<file path="src/rtl/prioresolve_if.sv">
// Handshake bundle between the confirm stage, the priority resolver and the result consumer.
// Field widths follow the rule-ID, priority and counter parameters.
interface prioresolve_if #(
  parameter int unsigned IDWID  = 8,
  parameter int unsigned PRIOR  = 8,
  parameter int unsigned CNTWID = 8
);
  localparam int unsigned CFWID = 1 + IDWID + PRIOR;

  logic [CFWID-1:0]  i_Confirm_Result;
  logic              i_Valid;
  logic              i_Last;
  logic              i_Ready;
  logic              o_Valid;
  logic              o_Hit;
  logic [IDWID-1:0]  o_Rule_ID;
  logic [PRIOR-1:0]  o_Priority;
  logic [CNTWID-1:0] o_Cand_Cnt;
  logic [CNTWID-1:0] o_Drop_Cnt;

  modport slave (
    input  i_Confirm_Result, i_Valid, i_Last, i_Ready,
    output o_Valid, o_Hit, o_Rule_ID, o_Priority, o_Cand_Cnt, o_Drop_Cnt
  );

  modport master (
    output i_Confirm_Result, i_Valid, i_Last, i_Ready,
    input  o_Valid, o_Hit, o_Rule_ID, o_Priority, o_Cand_Cnt, o_Drop_Cnt
  );
endinterface

</file>
<file path="src/rtl/prioresolve.sv">
// Resolves a group of confirm results for one search key to the winning rule and queues
// the lookup result in a 2-entry output buffer with valid/ready handshake.
module prioresolve #(
  parameter int unsigned IDWID  = 8,
  parameter int unsigned PRIOR  = 8,
  parameter int unsigned CNTWID = 8
) (
  input  logic         clk,
  input  logic         rst,
  prioresolve_if.slave bus
);

  typedef enum logic [0:0] {StIdle, StAcc} state_e;

  typedef struct packed {
    logic              hit;
    logic [IDWID-1:0]  id;
    logic [PRIOR-1:0]  prio;
    logic [CNTWID-1:0] cnt;
  } res_t;

  state_e state_q, state_d;
  res_t   acc_q, acc_d, base, merged;
  res_t   ent0_q, ent0_d, ent1_q, ent1_d, head;
  logic [1:0]        qcnt_q, qcnt_d;
  logic [CNTWID-1:0] drop_q, drop_d;
  logic load, merge, close, pop, take;

  logic             beat_match;
  logic [IDWID-1:0] beat_id;
  logic [PRIOR-1:0] beat_prio;

  assign {beat_match, beat_id, beat_prio} = bus.i_Confirm_Result;

  // FSM: state register
  always_ff @(posedge clk) begin
    if (rst) state_q <= StIdle;
    else     state_q <= state_d;
  end

  // FSM: next state
  always_comb begin
    state_d = state_q;
    unique case (state_q)
      StIdle: if (bus.i_Valid && !bus.i_Last) state_d = StAcc;
      StAcc:  if (bus.i_Valid && bus.i_Last)  state_d = StIdle;
      default: state_d = StIdle;
    endcase
  end

  // FSM: control outputs
  always_comb begin
    load  = 1'b0;
    merge = 1'b0;
    close = 1'b0;
    unique case (state_q)
      StIdle: begin
        load  = bus.i_Valid;
        close = bus.i_Valid && bus.i_Last;
      end
      StAcc: begin
        merge = bus.i_Valid;
        close = bus.i_Valid && bus.i_Last;
      end
      default: ;
    endcase
  end

  // A load is a merge into an empty accumulator, so both share one datapath.
  always_comb begin
    base = merge ? acc_q : '0;
    take = beat_match && (!base.hit || (beat_prio > base.prio) ||
                          ((beat_prio == base.prio) && (beat_id < base.id)));
    merged      = base;
    merged.hit  = base.hit | beat_match;
    merged.cnt  = (&base.cnt) ? base.cnt : base.cnt + CNTWID'(1);
    if (take) begin
      merged.id   = beat_id;
      merged.prio = beat_prio;
    end
  end

  always_comb begin
    acc_d = acc_q;
    if (load || merge) acc_d = merged;
  end

  always_ff @(posedge clk) begin
    if (rst) acc_q <= '0;
    else     acc_q <= acc_d;
  end

  assign pop = (qcnt_q != 2'd0) && bus.i_Ready;

  always_comb begin
    ent0_d = ent0_q;
    ent1_d = ent1_q;
    qcnt_d = qcnt_q;
    drop_d = drop_q;
    case (qcnt_q)
      2'd0: begin
        if (close) begin
          ent0_d = merged;
          qcnt_d = 2'd1;
        end
      end
      2'd1: begin
        if (pop && close)  ent0_d = merged;
        else if (pop)      qcnt_d = 2'd0;
        else if (close) begin
          ent1_d = merged;
          qcnt_d = 2'd2;
        end
      end
      2'd2: begin
        if (pop) begin
          ent0_d = ent1_q;
          if (close) ent1_d = merged;
          else       qcnt_d = 2'd1;
        end else if (close && !(&drop_q)) begin
          drop_d = drop_q + CNTWID'(1);
        end
      end
      default: qcnt_d = 2'd0;
    endcase
  end

  always_ff @(posedge clk) begin
    if (rst) begin
      ent0_q <= '0;
      ent1_q <= '0;
      qcnt_q <= 2'd0;
      drop_q <= '0;
    end else begin
      ent0_q <= ent0_d;
      ent1_q <= ent1_d;
      qcnt_q <= qcnt_d;
      drop_q <= drop_d;
    end
  end

  assign head           = (qcnt_q != 2'd0) ? ent0_q : '0;
  assign bus.o_Valid    = (qcnt_q != 2'd0);
  assign bus.o_Hit      = head.hit;
  assign bus.o_Rule_ID  = head.id;
  assign bus.o_Priority = head.prio;
  assign bus.o_Cand_Cnt = head.cnt;
  assign bus.o_Drop_Cnt = drop_q;

endmodule

</file>
<file path="src/flat_wrapper.sv">
// flat-port wrapper written by rule: the top's interface ports become plain ports
module prioresolve_flat 
#(
  parameter int unsigned IDWID  = 8,
  parameter int unsigned PRIOR  = 8,
  parameter int unsigned CNTWID = 8
)
  (clk, rst, bus_i_Confirm_Result, bus_i_Valid, bus_i_Last, bus_i_Ready, bus_o_Valid, bus_o_Hit, bus_o_Rule_ID, bus_o_Priority, bus_o_Cand_Cnt, bus_o_Drop_Cnt);
  prioresolve_if #(.IDWID(IDWID), .PRIOR(PRIOR), .CNTWID(CNTWID)) bus_i ();
  input  logic clk;
  input  logic rst;
  input wire logic [$bits(bus_i.i_Confirm_Result)-1:0] bus_i_Confirm_Result;
  input wire logic [$bits(bus_i.i_Valid)-1:0] bus_i_Valid;
  input wire logic [$bits(bus_i.i_Last)-1:0] bus_i_Last;
  input wire logic [$bits(bus_i.i_Ready)-1:0] bus_i_Ready;
  output wire logic [$bits(bus_i.o_Valid)-1:0] bus_o_Valid;
  output wire logic [$bits(bus_i.o_Hit)-1:0] bus_o_Hit;
  output wire logic [$bits(bus_i.o_Rule_ID)-1:0] bus_o_Rule_ID;
  output wire logic [$bits(bus_i.o_Priority)-1:0] bus_o_Priority;
  output wire logic [$bits(bus_i.o_Cand_Cnt)-1:0] bus_o_Cand_Cnt;
  output wire logic [$bits(bus_i.o_Drop_Cnt)-1:0] bus_o_Drop_Cnt;
  assign bus_i.i_Confirm_Result = bus_i_Confirm_Result;
  assign bus_i.i_Valid = bus_i_Valid;
  assign bus_i.i_Last = bus_i_Last;
  assign bus_i.i_Ready = bus_i_Ready;
  assign bus_o_Valid = bus_i.o_Valid;
  assign bus_o_Hit = bus_i.o_Hit;
  assign bus_o_Rule_ID = bus_i.o_Rule_ID;
  assign bus_o_Priority = bus_i.o_Priority;
  assign bus_o_Cand_Cnt = bus_i.o_Cand_Cnt;
  assign bus_o_Drop_Cnt = bus_i.o_Drop_Cnt;
  prioresolve #(.IDWID(IDWID), .PRIOR(PRIOR), .CNTWID(CNTWID)) u_core (.clk(clk), .rst(rst), .bus(bus_i));
endmodule
</file>
<file path="config.mk">
export PLATFORM = sky130hd
export DESIGN_NAME = prioresolve_flat
export DESIGN_NICKNAME = d
export VERILOG_FILES = /design/src/rtl/prioresolve_if.sv /design/src/rtl/prioresolve.sv /design/src/flat_wrapper.sv
export SDC_FILE = /design/constraint.sdc
export NUM_CORES = 1
export LEC_CHECK = 0
export ABC_CLOCK_PERIOD_IN_PS = 9450
export BUFFER_PORTS_ARGS = -buffer_cell sky130_fd_sc_hd__buf_4
export CORE_ASPECT_RATIO = 0.8
export CORE_MARGIN = 4
export CORE_UTILIZATION = 40
export DETAILED_ROUTE_END_ITERATION = 10
export PLACE_DENSITY = 0.63
export SYNTH_ARGS = -nofsm -noshare
export SYNTH_HDL_FRONTEND = slang
export SYNTH_SLANG_ARGS = --single-unit
</file>
<file path="constraint.sdc">
create_clock -name clk -period 9.45 [get_ports clk]
set_clock_uncertainty 0.1 [all_clocks]
set_input_delay 1.89 -clock clk [delete_from_list [all_inputs] [get_ports clk]]
set_output_delay 1.89 -clock clk [all_outputs]
set_load 0.01 [all_outputs]
</file>
* Word-level counts from Yosys, hierarchy flattened
Cells that the tools add are included.
W data, S select, Z words.
** Cells by class
- $add $sub $neg :: 2
- $lt $le $gt $ge :: 2
- Equality and inequality tests :: 10
- Mux-type cells :: 25
- Bitwise logic cells :: 3
- Reductions and logical operators :: 23
** Operators with widths (count)
- $mux W25 :: 9
- $pmux W25 S3 :: 1
- $pmux W25 S2 :: 1
- $add A8 B1 Y8 const B :: 2
- $mux W16 :: 1
- $reduce_and A8 Y1 :: 2
- $mux W2 :: 6
- $eq A8 B8 Y1 :: 1
- $gt A8 B8 Y1 :: 1
- $lt A8 B8 Y1 :: 1
- $mux W8 :: 1
- $reduce_and A4 Y1 :: 2
- $logic_and A1 B1 Y1 :: 7
- $ne A2 B1 Y1 const B :: 3
- $ne A2 B2 Y1 const B :: 3
- $pmux W2 S3 :: 1
- $reduce_and A5 Y1 :: 1
- $mux W1 :: 4
- $reduce_bool A2 Y1 :: 2
- $logic_not A1 Y1 :: 3
- $logic_or A1 B1 Y1 :: 3
- $ne A3 B1 Y1 const B :: 1
- $reduce_and A3 Y1 :: 1
- $reduce_bool A3 Y1 :: 1
- 6 further kinds :: 7
** Storage, ports and cells
- Flip-flop bits (word level) :: 86
- Input bits :: 22
- Output and inout port bits :: 34
- Word-level logic and storage cells :: 80

* Depth between registers and ports, before layout
Gate-level depths: netlist of the first run.
- Depth after elaboration :: 11
- Depth in mapped cells :: 14
- Mapped depth without buffers :: 10

* Worst setup path after synthesis of the first run
OpenSTA, ideal clock, no wires.
- Kind :: input port to flip-flop
- From :: in bus_i_Valid
- To :: reg u_core.ent1_q[17] (netlist bit)
- Library setup time :: 0.080 ns
- Arrival time :: 4.445 ns
- Data required time :: 9.270 ns
- Setup slack :: 4.825 ns
- Cell stages on the path :: 14
- Buffers on the path :: 4
- Cell sequence :: buf_4 > and2_1 > buf_2 > clkbuf_1 > nand2_1 > ha_1 > nand4_1 > or2_1 > a211o_1 > nor2_2 > o21ai_2 > buf_6 > mux2_4 > a211oi_2
** On the way
- Longest elaborated chain between the ends :: 11
- Elaborated cells on any way between the ends :: 20
- Those cells by class :: order compare: 2; eq/ne: 2; mux: 8; reduce/logical: 8
** Ends and longest elaborated chain
- start, declared :: RTL line flat_wrapper.sv:13 : input wire logic [$bits(bus_i.i_Valid)-1:0] bus_i_Valid;
- $mux W1 :: RTL line prioresolve.sv:56 : unique case (state_q)
- $mux W25 :: RTL line prioresolve.sv:71 : base = merge ? acc_q : '0;
- $gt A8 B8 Y1 (tied with other cells) :: RTL line prioresolve.sv:72 : take = beat_match && (!base.hit || (beat_prio > base.prio) ||
- $logic_or A1 B1 Y1 or $logic_and A1 B1 Y1 (tied branches) :: RTL line prioresolve.sv:72, prioresolve.sv:73
- $logic_or A1 B1 Y1 :: RTL line prioresolve.sv:72
- $logic_and A1 B1 Y1 :: RTL line prioresolve.sv:72
- $mux W16 :: RTL line prioresolve.sv:77 : if (take) begin
- $mux W25 :: RTL line prioresolve.sv:110, prioresolve.sv:118
- $mux W25 :: RTL line prioresolve.sv:109 : else if (pop) qcnt_d = 2'd0;
- $mux W25 :: RTL line prioresolve.sv:108 : if (pop && close) ent0_d = merged;
- $pmux W25 S2 :: RTL line prioresolve.sv:100 : case (qcnt_q)
- end signal, assigned :: RTL line prioresolve.sv:136 : ent1_q <= ent1_d;
- end, declared :: RTL line prioresolve.sv:24 : res_t ent0_q, ent0_d, ent1_q, ent1_d, head;
Several ways; a longest one is shown, not always the timed one. The select of a mux whose other input is x is not followed.
A chain may end at the register's enable or synchronous reset.

* Final worst setup path of the first run
- From :: in bus_i_Valid
- To :: reg u_core.ent1_q[12] (netlist bit)
The elaborated chain is that of the path after synthesis.

==> run metrics, run 1 <==
Core ar.=10800 sq um; fmax=189 MHz; met2 usage=24.3%; cell internal pwr=613 uW; drt pass-1 iters=6; WL final=10.9 mm; Crit Path Class=primary input to register; share of cells above drive strength 1=19.0%; Crit. End Element=register; Reg clk slew, reported paths=70 ps; Comb pwr share=10.2%; Starting Density=41.0%; total CTS buffers=9; GRT overflow=0; Post-synth EDFFs=0; GR Layer Usage met1=26.4%; Final WS setup=4150 ps; Tcrit/Tclk final=56.1%; vias in the first global route=3496; CP max FO=26; TritonCTS clock tree=built; area fraction of the dominant cell type after synthesis=38.7%; pre-CTS setup slack=3800 ps; most frequent cells in the layout=dfxtp_1, nor2_1, buf_4; setup_tns=0 ps; PnR Total Power=822 uW; Yosys cell types=52; largest net degree at the start of global routing=83; HPWL Detailed=7.48 mm; fin. max-slew vios=0; sequential share of the synthesized area=38.7%; cts hold-fix bufs=0; CTS root buf=clkbuf_16; vias per cell=5.36; CP required=9510 ps; power per cell area=158 nW/um^2; GR Layer Usage met3=4.86%; cell area after synthesis=4440 sq um; total track usage=17.5%; CTS Buffer Depth=2; Reg power frac=46.4%; Port Buffers=55; Vias=3791; P_sw=210 uW; Post-route DRC=0; gpl congestion=0.914; Routed Antenna Nets=0; Clk network pwr share=43.4%; synth-to-layout area growth=16.8%; antenna cell count=0; Slew Limit Headroom=27.5%; synth top area cells=dfxtp_1, a21oi_1, nor2_1; FP Rows=34; setup violators final=0; Worst setup SP type=primary input; post-cts sizing count=0; GR peak layer=met1; total of max-cap violations=0; commonest non-fill, non-tap cell in the layout=dfxtp_1; worst path arrival time=5370 ps; syn nets=567; Final nets=597; Async SR Flop Fraction=0%; initial DRC count=348; total I/O pin count=56; fillers=1042; fin crit period=5300 ps; CTS Sinks=86; Slew @ Worst Pin=1080 ps; synthesized flop and latch total=86; antenna violations before repair=0; top cell type by total area after synthesis=dfxtp_1; Die Y-Extent=102 um; Mapped Cells=528; die area=12900 sq um; Hold WS=343 ps; Clk Latency, worst-skew pair=330 ps; Lkg Pwr=2.05 nW; peak supply drop=0.0997 mV; Warnings, synthesis=0; first-pass GRT wire length=18.2 mm; DR WL/cell=15.4 um; top_reg_cell synth=dfxtp_1; RSZ-0062 raised after global routing=false; post-CTS setup buffer count=0; Final Hold Viols=0; die width=126 um; switch share=25.5%; Avg Inst Size Synth=8.41 sq um; Worst Hold Class=register to register; H-tree depth=3; run status=completed
==> synth_stat cells (2+ instances only) <==
cell type  count
nor2b_1       28
nor2_1        62
dfxtp_1       86
nand2b_1       2
buf_1          3
nor3_1         4
and3_1        21
a211o_1        2
a211oi_1      20
nor3_2         2
a22oi_1        5
a311oi_1       4
nand2_1       46
o211ai_1       4
a21oi_1       50
a31oi_1        2
mux2i_1        6
or3_1          3
o21ai_2        2
a211oi_2       9
xor2_1         5
a22o_1         7
inv_1         17
nand3_1       12
a21oi_2        3
ha_1          17
and2_1         3
mux2_4         9
buf_6          2
clkbuf_1      26
buf_2          6
xnor2_1        6
o21ai_0       14
o22ai_1       17
nand4_1        6
==> through the flow <==
stage	cells	cell area (sq um)	utilization, %
floorplan	528	4440	-
global placement	691	4890	45.1
detailed placement	691	4890	45.1
CTS	707	5190	47.8
global route	707	5190	47.8
finish	707	5190	47.8
==> metal layers <==
layer / up-vias / share of wire, %
li1: 1938 / -
met1: 1739 / 51
met2: 105 / 40
met3: 9 / 7.3
met5: - / 0
met4: 0 / 1.2
==> sequential cells by signal, indices dropped and copies added (netlist names), named ones only <==
signal and count:
u_core.acc_q 25, u_core.ent0_q 25, u_core.ent1_q 25, u_core.bus.o_Drop_Cnt 8, u_core.qcnt_q 2
==> power by group through the flow <==
| stage | Combinational, mW | Sequential, mW | Clock [mW] |
|---|---|---|---|
| floorplan | 0.0591 | 0.386 | 0 |
| global placement | 0.0825 | 0.389 | 0 |
| detailed placement | 0.0839 | 0.389 | 0 |
| CTS | 0.0842 | 0.381 | 0.365 |
| global route | 0.0938 | 0.382 | 0.379 |
| finish | 0.0840 | 0.381 | 0.357 |
==> final timing paths <==
check	startpoint	end	slack, ps	cells past startpoint
setup / recovery	bus_i_Valid	u_core.ent1_q[12]$_SDFFE_PP0P_	4150	11
hold / removal	u_core.ent0_q[1]$_SDFFE_PP0P_	u_core.ent0_q[1]$_SDFFE_PP0P_	340	2
setup reg to reg	register	u_core.ent1_q[12]$_SDFFE_PP0P_	5520	10
hold reg to reg	u_core.ent0_q[1]$_SDFFE_PP0P_	u_core.ent0_q[1]$_SDFFE_PP0P_	340	2
==> cell families after synthesis <==
group / count (synthesis) / synth area share (%)
buf+inv: 55 / 5.24
simple gates: 198 / 21.8
mux: 15 / 4.39
flops: 86 / 38.7
compound gates: 146 / 22.8
xor+xnor: 11 / 2.17
fa+ha+maj: 17 / 4.79
==> worst max-delay path: stages <==
cell and delay, ps:
buf_4 260, and2_1 720, nand2_1 180, ha_1 350, nand4_1 150, or2_1 280, nand2_1 80, nand4_1 170
o21ai_2 710, mux2i_1 420, a211oi_1 130
==> area by class of cell <==
class	instances	area [sq um]	area share [%]
clock buffer	10	229	4.41
tap	144	180	3.47
multi-input combinational	387	2500	48.1
inverter	17	63.8	1.23
clock inverter	6	68.8	1.33
timing repair buffer	57	428	8.24
sequential	86	1720	33.2
(Power assumes the default switching activity.)
==> run 2: changes to the inputs <==
--- a/config.mk
+++ b/config.mk
@@ -5,13 +5,14 @@
 export SDC_FILE = /design/constraint.sdc
 export NUM_CORES = 1
 export LEC_CHECK = 0
-export ABC_CLOCK_PERIOD_IN_PS = 9450
+export ABC_AREA = 1
+export ABC_CLOCK_PERIOD_IN_PS = 5100
 export BUFFER_PORTS_ARGS = -buffer_cell sky130_fd_sc_hd__buf_4
 export CORE_ASPECT_RATIO = 0.8
 export CORE_MARGIN = 4
 export CORE_UTILIZATION = 40
 export DETAILED_ROUTE_END_ITERATION = 10
-export PLACE_DENSITY = 0.63
+export PLACE_DENSITY = 0.62
 export SYNTH_ARGS = -nofsm -noshare
 export SYNTH_HDL_FRONTEND = slang
 export SYNTH_SLANG_ARGS = --single-unit
==> constraint.sdc (replaced) <==
create_clock -name clk -period 5.1 [get_ports clk]
set_clock_uncertainty 0.1 [all_clocks]
set_input_delay 1.02 -clock clk [delete_from_list [all_inputs] [get_ports clk]]
set_output_delay 1.02 -clock clk [all_outputs]
set_load 0.01 [all_outputs]
==> run 2 against run 1 <==
Compared with the run above: sequential cell count did not move; global-route usage rose by 0.84 points; first-iteration DRC count fell by 4.0%; count of clock-buffer cells in the layout rose by 1; non-clock buffer count fell by 1; synthesized area rose by 12%; largest cell class unchanged; sequential power rose by 85%; routed wire length rose by 17%.
==> run metrics, run 2 <==
run status=completed; CTS Sinks=86; Crit-path slowest cell=ha_1; most numerous cell in the Yosys netlist=inv_1; setup_tns=0 ps; initial DRC count=334; Starting Density=41.0%; syn nets=756; CTS root buf=clkbuf_16; Post-route DRC=0; die width=133 um; Port Buffers=55; placed cell area=5420 sq um; antenna violations before repair=0; fin. max-slew vios=0; placed insts=890; Post-synth EDFFs=0; Async SR Flop Fraction=0%; synthesized flop and latch total=86; drt pass-1 iters=4; Crit. End Element=register; GRT overflow=0; FP Rows=36; HPWL Detailed=8.42 mm; minimum setup slack among reg-to-reg paths=1940 ps; Final Hold Viols=0; gpl congestion=0.833; peak supply drop=0.188 mV; Mapped Cells=717; top cell type by total area after synthesis=dfxtp_1; Clk Latency, worst-skew pair=340 ps; synth top area cells=dfxtp_1, inv_1, nand2_1; PnR Total Power=1.60 mW; post-CTS setup buffer count=0; Tcrit/Tclk final=70.0%; antenna cell count=0; final instance area=5750 sq um; Crit Path Class=primary input to register; die area=14300 sq um; fin crit period=3570 ps; Core ar.=12200 sq um; total of max-cap violations=0; Routed Antenna Nets=0; setup violators final=0; CP required=5230 ps; top_reg_cell synth=dfxtp_1; commonest non-fill, non-tap cell in the layout=inv_1; most frequent cells in the layout=inv_1, nand2_1, nor2_1; Die Y-Extent=108 um; Final nets=788; fillers=1228; Warnings, synthesis=0; first-pass GRT wire length=21.2 mm; H-tree depth=3; cell area after synthesis=4980 sq um; sequential share of the synthesized area=34.5%; pre-CTS setup slack=1180 ps; CP max FO=23; DR WL/cell=14.1 um; CTS Buffer Depth=2; largest net degree at the start of global routing=51; Hold WS=370 ps; Worst Hold Class=register to register; WL final=12.8 mm; total I/O pin count=56; worst path bufs/invs=3; worst-path cell chain=buf_4 > nand2_4 > nor2_1 > inv_1 > ha_1 > nand2_2 > nor2_4 > nand4_2 > nor3_2 > nand2_1 > nand2_4 > nand2_4 > nand2_1 > nand2_1 > o21ai_0 > inv_1; Lkg Pwr=2.85 nW; Avg Inst Size Synth=6.95 sq um; synth-to-layout area growth=15.3%; Yosys cell types=46; Final WS setup=1530 ps; Finished Core Util=47.3%; GR Layer Usage met3=4.72%; area fraction of the dominant cell type after synthesis=34.5%; fmax=280 MHz; Synth top cells by count=inv_1, nand2_1, nor2_1; met2 usage=29.8%; largest registers=u_core.acc_q (25), u_core.ent0_q (25), u_core.ent1_q (25); Slew Limit Headroom=16.5%; cts hold-fix bufs=0; Slew @ Worst Pin=1250 ps; vias per cell=4.96; max incr delay on CP=320 ps; power per cell area=279 nW/um^2; Cell Count, Final, Fillers Out=906; RSZ-0062 raised after global routing=false; worst path arrival time=3700 ps; total track usage=18.3%; share of cells above drive strength 1=18.6%; vias in the first global route=4271; Vias=4492; post-cts sizing count=0; total CTS buffers=9; TritonCTS clock tree=built; Reg clk slew, reported paths=60 ps; GR peak layer=met2; GR Layer Usage met1=24.4%; Largest delay share family, worst path=simple AND/OR/NAND/NOR gates; Worst setup SP type=primary input
==> run 2: cell count changes after synthesis, moves of 11 or more <==
cell / change
inv_1: +117
nand2_1: +54
o21ai_0: +33
nor2_1: +32
nor2b_1: -28
and3_1: -21
o21bai_1: +20
a211oi_1: -19
nand3_1: +18
o22ai_1: -17
nand2_4: +13
nand2_2: +11
o21ai_1: +11
==> run 2: cell families (layout without fill, tap and decap cells) <==
family	Yosys count	count (layout)	synth area share, %
AO/OA/AOI/OAI	155	155	18.7
XOR/XNOR	5	5	0.879
adder cells (fa/ha/maj)	17	17	4.27
buffers and inverters	175	212	14.1
flip-flops	86	86	34.5
AND/OR/NAND/NOR	279	279	27.5
==> run 2: tightest hold or removal path: cells and delay by family (launching register included) <==
kind | cells | cell delay, ps
flip-flops | 1 | 310
AND/OR/NAND/NOR | 1 | 60
AO/OA/AOI/OAI | 1 | 60
==> run 2: cell type report <==
type	count	area (sq um)	area share [%]
Multi-Input combinational cell	456	2560	44.6
Sequential cell	86	1720	30.0
Inverter	140	527	9.17
Timing Repair Buffer	56	420	7.32
Clock buffer	11	243	4.22
Tap cell	152	190	3.31
Clock inverter	5	81.3	1.42
==> run 2: power by group <==
part           leakage [nW]  total [mW]  switching [mW]  internal (mW)
Clock                 0.156       0.724           0.281          0.444
Combinational          2.00       0.172           0.112         0.0602
Sequential            0.700       0.706          0.0105          0.695
==> run 2: metal layers <==
metal	share of wire (%)	up-vias	wire length (um)
li1	-	2305	-
met4	1.2	0	148
met2	45	84	5780
met3	4.3	10	546
met1	49	2093	6300
met5	0	-	0
==> run 2: final timing paths <==
| path | cells after the start | from | endpoint |
|---|---|---|---|
| max reg2reg | 15 | register | u_core.acc_q[17]$_SDFFE_PP0P_ |
| min reg2reg | 2 | u_core.ent0_q[22]$_SDFFE_PP0P_ | u_core.ent0_q[22]$_SDFFE_PP0P_ |
| max | 16 | bus_i_Valid | u_core.acc_q[17]$_SDFFE_PP0P_ |
| min | 2 | u_core.ent0_q[22]$_SDFFE_PP0P_ | u_core.ent0_q[22]$_SDFFE_PP0P_ |
